[config.mk]
export PLATFORM = sky130hd
export DESIGN_NAME = mul_iter
export DESIGN_NICKNAME = d
export VERILOG_FILES = /design/src/rtl/mul_iter.sv
export SDC_FILE = /design/constraint.sdc
export NUM_CORES = 2
export LEC_CHECK = 0
export ABC_AREA = 0
export CAP_MARGIN = 30
export CORE_ASPECT_RATIO = 0.5
export CORE_MARGIN = 3
export CORE_UTILIZATION = 50
export DETAILED_ROUTE_END_ITERATION = 7
export GPL_ROUTABILITY_DRIVEN = 0
export PLACE_DENSITY_LB_ADDON = 0.08
export RECOVER_POWER = 100
export REMOVE_ABC_BUFFERS = 1
export SLEW_MARGIN = 10
export SYNTH_ARGS = -nofsm -noshare
export SYNTH_HDL_FRONTEND = slang
export SYNTH_SLANG_ARGS = --single-unit
[constraint.sdc]
create_clock -name clk -period 14.9 [get_ports clk]
set_input_delay 2.98 -clock clk [delete_from_list [all_inputs] [get_ports clk]]
set_output_delay 2.98 -clock clk [all_outputs]
set_load 0.005 [all_outputs]
[src/rtl/mul_iter.sv]
// Iterative 32x32 multiplier (MUL/MLA/UMULL/UMLAL/SMULL/SMLAL), 8 multiplier bits
// per cycle with early termination, followed by optional accumulate/long cycles.
module mul_iter (
  input  logic        clk,
  input  logic        reset,
  input  logic        start,
  input  logic [31:0] op_a,
  input  logic [31:0] op_b,
  input  logic [63:0] acc_in,
  input  logic        accumulate,
  input  logic        long_mul,
  input  logic        signed_mul,
  output logic        busy,
  output logic        done,
  output logic [63:0] result,
  output logic        flag_n,
  output logic        flag_z
);

  // state | meaning
  // IDLE  | waiting for start; result/flags hold last completion
  // STEP  | one 8-bit multiplier slice per cycle, m cycles
  // EXTRA | accumulate / long-result cycles, e cycles
  typedef enum logic [1:0] {IDLE, STEP, EXTRA} state_t;

  state_t      state_q, state_d;
  logic [63:0] mcand_q, mcand_d;
  logic [31:0] mplier_q, mplier_d;
  logic [63:0] acc_q, acc_d;
  logic [63:0] addend_q, addend_d;
  logic [2:0]  steps_q, steps_d;
  logic [1:0]  extra_q, extra_d;
  logic        accum_q, accum_d;
  logic        long_q, long_d;
  logic        neg_q, neg_d;
  logic        done_q, done_d;
  logic [63:0] result_q, result_d;
  logic        flag_n_q, flag_n_d;
  logic        flag_z_q, flag_z_d;

  logic        allow_ones;
  logic [2:0]  m_start;
  logic        neg_start;
  logic [63:0] pp;
  logic [63:0] step_sum;
  logic [63:0] extra_sum;
  logic        last_step;
  logic        fin_en;
  logic [63:0] fin_val;

  // Step count: stop once the remaining multiplier bits are pure sign/zero fill.
  // neg_start marks a remaining fill of ones, which is folded in as a final subtraction.
  always_comb begin
    allow_ones = signed_mul | ~long_mul;
    m_start    = 3'd4;
    neg_start  = long_mul & signed_mul & op_b[31];
    if (op_b[31:8] == 24'd0) begin
      m_start   = 3'd1;
      neg_start = 1'b0;
    end else if (allow_ones && (&op_b[31:8])) begin
      m_start   = 3'd1;
      neg_start = 1'b1;
    end else if (op_b[31:16] == 16'd0) begin
      m_start   = 3'd2;
      neg_start = 1'b0;
    end else if (allow_ones && (&op_b[31:16])) begin
      m_start   = 3'd2;
      neg_start = 1'b1;
    end else if (op_b[31:24] == 8'd0) begin
      m_start   = 3'd3;
      neg_start = 1'b0;
    end else if (allow_ones && (&op_b[31:24])) begin
      m_start   = 3'd3;
      neg_start = 1'b1;
    end
  end

  assign last_step = (steps_q == 3'd1);
  assign pp        = mcand_q * {56'd0, mplier_q[7:0]};
  assign step_sum  = acc_q + pp - ((last_step && neg_q) ? (mcand_q << 8) : 64'd0);
  assign extra_sum = accum_q ? (acc_q + addend_q) : acc_q;

  always_comb begin
    state_d  = state_q;
    mcand_d  = mcand_q;
    mplier_d = mplier_q;
    acc_d    = acc_q;
    addend_d = addend_q;
    steps_d  = steps_q;
    extra_d  = extra_q;
    accum_d  = accum_q;
    long_d   = long_q;
    neg_d    = neg_q;
    done_d   = 1'b0;
    result_d = result_q;
    flag_n_d = flag_n_q;
    flag_z_d = flag_z_q;
    fin_en   = 1'b0;
    fin_val  = 64'd0;

    case (state_q)
      IDLE: begin
        if (start) begin
          mcand_d  = (long_mul && signed_mul) ? {{32{op_a[31]}}, op_a} : {32'd0, op_a};
          mplier_d = op_b;
          acc_d    = 64'd0;
          if (!accumulate) addend_d = 64'd0;
          else if (long_mul) addend_d = acc_in;
          else addend_d = {32'd0, acc_in[31:0]};
          steps_d  = m_start;
          extra_d  = {1'b0, long_mul} + {1'b0, accumulate};
          accum_d  = accumulate;
          long_d   = long_mul;
          neg_d    = neg_start;
          state_d  = STEP;
        end
      end
      STEP: begin
        acc_d    = step_sum;
        mcand_d  = mcand_q << 8;
        mplier_d = mplier_q >> 8;
        steps_d  = steps_q - 3'd1;
        if (last_step) begin
          if (extra_q == 2'd0) begin
            fin_en  = 1'b1;
            fin_val = step_sum;
          end else begin
            state_d = EXTRA;
          end
        end
      end
      EXTRA: begin
        acc_d   = extra_sum;
        accum_d = 1'b0;
        extra_d = extra_q - 2'd1;
        if (extra_q == 2'd1) begin
          fin_en  = 1'b1;
          fin_val = extra_sum;
        end
      end
      default: state_d = IDLE;
    endcase

    if (fin_en) begin
      state_d  = IDLE;
      done_d   = 1'b1;
      result_d = long_q ? fin_val : {32'd0, fin_val[31:0]};
      flag_n_d = long_q ? fin_val[63] : fin_val[31];
      flag_z_d = long_q ? (fin_val == 64'd0) : (fin_val[31:0] == 32'd0);
    end
  end

  always_ff @(posedge clk or posedge reset) begin
    if (reset) begin
      state_q  <= IDLE;
      mcand_q  <= 64'd0;
      mplier_q <= 32'd0;
      acc_q    <= 64'd0;
      addend_q <= 64'd0;
      steps_q  <= 3'd0;
      extra_q  <= 2'd0;
      accum_q  <= 1'b0;
      long_q   <= 1'b0;
      neg_q    <= 1'b0;
      done_q   <= 1'b0;
      result_q <= 64'd0;
      flag_n_q <= 1'b0;
      flag_z_q <= 1'b0;
    end else begin
      state_q  <= state_d;
      mcand_q  <= mcand_d;
      mplier_q <= mplier_d;
      acc_q    <= acc_d;
      addend_q <= addend_d;
      steps_q  <= steps_d;
      extra_q  <= extra_d;
      accum_q  <= accum_d;
      long_q   <= long_d;
      neg_q    <= neg_d;
      done_q   <= done_d;
      result_q <= result_d;
      flag_n_q <= flag_n_d;
      flag_z_q <= flag_z_d;
    end
  end

  assign busy   = (state_q != IDLE);
  assign done   = done_q;
  assign result = result_q;
  assign flag_n = flag_n_q;
  assign flag_z = flag_z_q;

endmodule
==> results.md <==
* Run status: complete, but fails checks
* Violated checks: capacitance limit, slew limit
* Die Y at 201 um
* Total number of yosys warnings at 0
* Worst setup EP type: flip-flop
* Actual slew at the worst max-slew pin at 4.11 ns
* Total Routing Usage GR at 32.1%
* TritonCTS buffer count at 30
* Chain of cells forming the critical path: inv_1 -> ha_1 -> clkbuf_1 -> clkinv_1 -> clkbuf_1 -> nor2_1 -> clkbuf_1 -> o21ai_4 -> buf_4 -> inv_1 -> nand2_1 -> o21ai_0
* Vias in the first global route at 32400
* Total detailed-routing wirelength at 128 mm
* CTS H-tree lvls at 1
* Depth of the worst register-to-register path at 12
* Final Cycle Share at 75.2%
* Filler-free cell count of the finished design at 5661
* # resized after CTS at 0
* Signed area change from the synthesized netlist to the final layout at 9.13%
* Setup TNS at 0 ns
* Post-route antenna net violation count at 0
* Die width at 396 um
* Worst Hold Path Cells at 2
* Overall overflow remaining after global route at 0
* Flop-to-flop setup slack at 3.70 ns
* Max_cap viols at 13
* Ys flop type: dfrtp_1
* Number of clock sinks at 301
* Standard-cell row count at 70
* Timing startpoint of the critical path: state_q[1]
* Slowest stage cell, crit path: clkbuf_1
* Placed wire-length estimate after detailed placement at 97.5 mm
* Unrepaired setup endpoints after global routing: false
* Kind of critical path: flip-flop to flip-flop
* Cell area after synthesis at 38000 um2
* Sink of the worst hold path: result[14]
* Post-Synthesis Cells at 4656
* Start point of the worst hold path: result[14]
* Overall via count from detail_route at 33500
* Worst setup slack after layout at 3.70 ns
* TritonCTS clock tree: done
* Avg Inst Size Synth at 8.16 um2
* Maximum clock frequency at 89.3 MHz
* Worst Clk Skew at 0.0491 ns
* Worst-case hold slack at 0.471 ns
* Arr. time, crit path at 11.77 ns
* Hold buffer count at CTS at 0
* DIE AREA at 79500 um2
* Number of different library cells in the post-synthesis netlist at 93
* Post-synth EDFFs at 0
* Slowest Stage Delay on Critical Path at 2.19 ns
* Layout fillers at 7001
* DRC Markers at 0
* Clock-pin slew on the worst setup and hold paths at 0.07 ns
* Post-place setup slack at 7.02 ns
* Final Net Count at 5378
* Slew Viols, Final at 742
* Post-DR vias/cell at 5.92
* Remaining max-slew budget at the tightest pin at -174%
* Final number of hold-violating endpoints at 0
* Worst hold-check path type: flip-flop to flip-flop
* Layout cell share with drive strength beyond 1 at 2.71%
* Number of antenna violations at the first check in global routing at 2
* Iteration count of the initial detailed-routing pass at 6
* Biggest fanout along the worst timing path at 84
* Portion of the post-synthesis area used by sequential elements at 19.8%
* PortBufs at 201
* Placed cells at 5605
* Starting Density at 51.3%
* Root Buffer Master: clkbuf_16
* Average routed wire per standard cell at 22.6 um
* Ant diodes at 0
* Violation count after the first detailed-route iteration at 3987
* Worst R2R End: result[53]
* Placeable Area at 74100 um2
* Kind of start point of the critical path: flip-flop
* # setup viols final at 0
* Most Frequent Cell on Critical Path: clkbuf_1
* Number of buffers on the longest clock path at 3
* Endpoint required time on the critical path at 15.46 ns
* Top-level port count at 202
* Synth Register Bits at 301
* Maximum number of pins on one net before global-route repair at 127
* Wire length of the first global-routing pass at 199 mm
* Fraction of registers with async set or reset after synthesis at 100%
* Clock period minus final worst setup slack at 11.20 ns
* Post-CTS setup buffer count at 0
* Clock latency at the later pin of the worst-skew pair at 0.66 ns
* Beginning of the worst register-to-register path: state_q[1]
==> metal layers <==
| layer | track usage [%] | part of all wire (%) | vias up | wire, um |
|---|---|---|---|---|
| met5 | 0 | 0.010 | - | 13 |
| met2 | 41.4 | 38 | 1805 | 48200 |
| li1 | - | - | 15000 | - |
| met1 | 50.7 | 46 | 16600 | 59400 |
| met4 | 5.67 | 1.9 | 2 | 2490 |
| met3 | 12.0 | 14 | 164 | 18000 |
==> through the flow <==
stage / area [um2] / utilization [%]
after floorplan: 36800 / -
after global placement: 40500 / 54.7
after detailed placement: 40500 / 54.7
after CTS: 41500 / 56.1
after global routing: 41500 / 56.0
final: 41500 / 56.0
==> how the worst max path moves through the flow <==
stage | end | cells after the start | slack, ns
after floorplan | result[34] | 8 | 2.95
after global routing | mcand_q[46] | 10 | 3.41
after global placement | flag_z | 28 | 7.07
final | result[53] | 12 | 3.70
after CTS | flag_z | 28 | 7.01
after detailed placement | flag_z | 28 | 7.02
==> Yosys cell counts, types with 85 or more instances <==
library cell  count  share of area, %
inv_1           769               7.6
and2_1          290               4.8
ha_1            147               4.8
xnor2_1          85               2.0
clkbuf_1        268               2.6
fa_1            467                25
dfrtp_1         301                20
nand2_1         654               6.5
mux2i_1          89               2.3
nor2_1          233               2.3
a21oi_1         306               4.0
o21ai_0         253               3.3
==> critical path: cells and delay by family, from the launching register on <==
kind | cells | cell delay, ns
AOI/OAI and AO/OA | 2 | 0.27
adders and majority gates | 1 | 1.93
buffers and inverters | 7 | 6.54
DFF | 1 | 0.38
and+or+nand+nor | 2 | 1.78
==> registers in the layout, indices dropped and copies added (netlist names) <==
register,count
acc_q,64
addend_q,64
mcand_q,64
result,64
mplier_q,32
steps_q,3
extra_q,2
state_q,2
accum_q,1
done,1
flag_n,1
flag_z,1
long_q,1
neg_q,1
==> cell type report <==
type / count / area, um2 / area share [%]
Clock buffer: 46 / 861 / 2.08
Clock inverter: 9 / 173 / 0.416
Inverter: 771 / 2900 / 6.98
Multi-Input combinational cell: 3284 / 26500 / 63.8
Sequential cell: 301 / 7540 / 18.2
Tap cell: 1008 / 1260 / 3.04
Timing Repair Buffer: 242 / 2270 / 5.48
==> kinds of logic (layout without fill, tap and decap cells) <==
family / count (synthesis) / after routing / synth area share (%)
xor+xnor: 130 / 130 / 3.00
buf+inv: 1071 / 1068 / 10.6
simple gates: 1439 / 1439 / 17.8
mux: 95 / 95 / 2.52
fa+ha+maj: 614 / 614 / 29.4
compound gates: 1006 / 1006 / 16.7
flops: 301 / 301 / 19.8
==> cells in the final DEF, fill, tap and decap left out, types with 9 or more instances in the layout <==
master and instances:
o21ai_1 25, nor3_1 34, a21oi_1 305, clkbuf_16 30
o21a_1 19, a21o_1 43, dlygate4sd3_1 71, xnor2_1 85
nand4_1 67, dfrtp_1 297, nand2_1 654, inv_1 768
o21bai_1 29, a22oi_1 33, o21ai_0 259, nor2_1 231
mux2i_1 89, and2_1 289, nand3_1 45, xor2_1 45
clkdlybuf4s50_1 130, o31ai_1 22, ha_1 147, clkbuf_1 24
nand2b_1 14, a22o_1 83, and3_1 12, or3_1 24
nor2b_1 9, a211oi_1 21, nor4_1 16, buf_4 28
o211ai_1 17, fa_1 467, a31oi_1 27
Power is not shown: default switching activity piles up to over one toggle a cycle in this logic, so the estimate is an artifact.
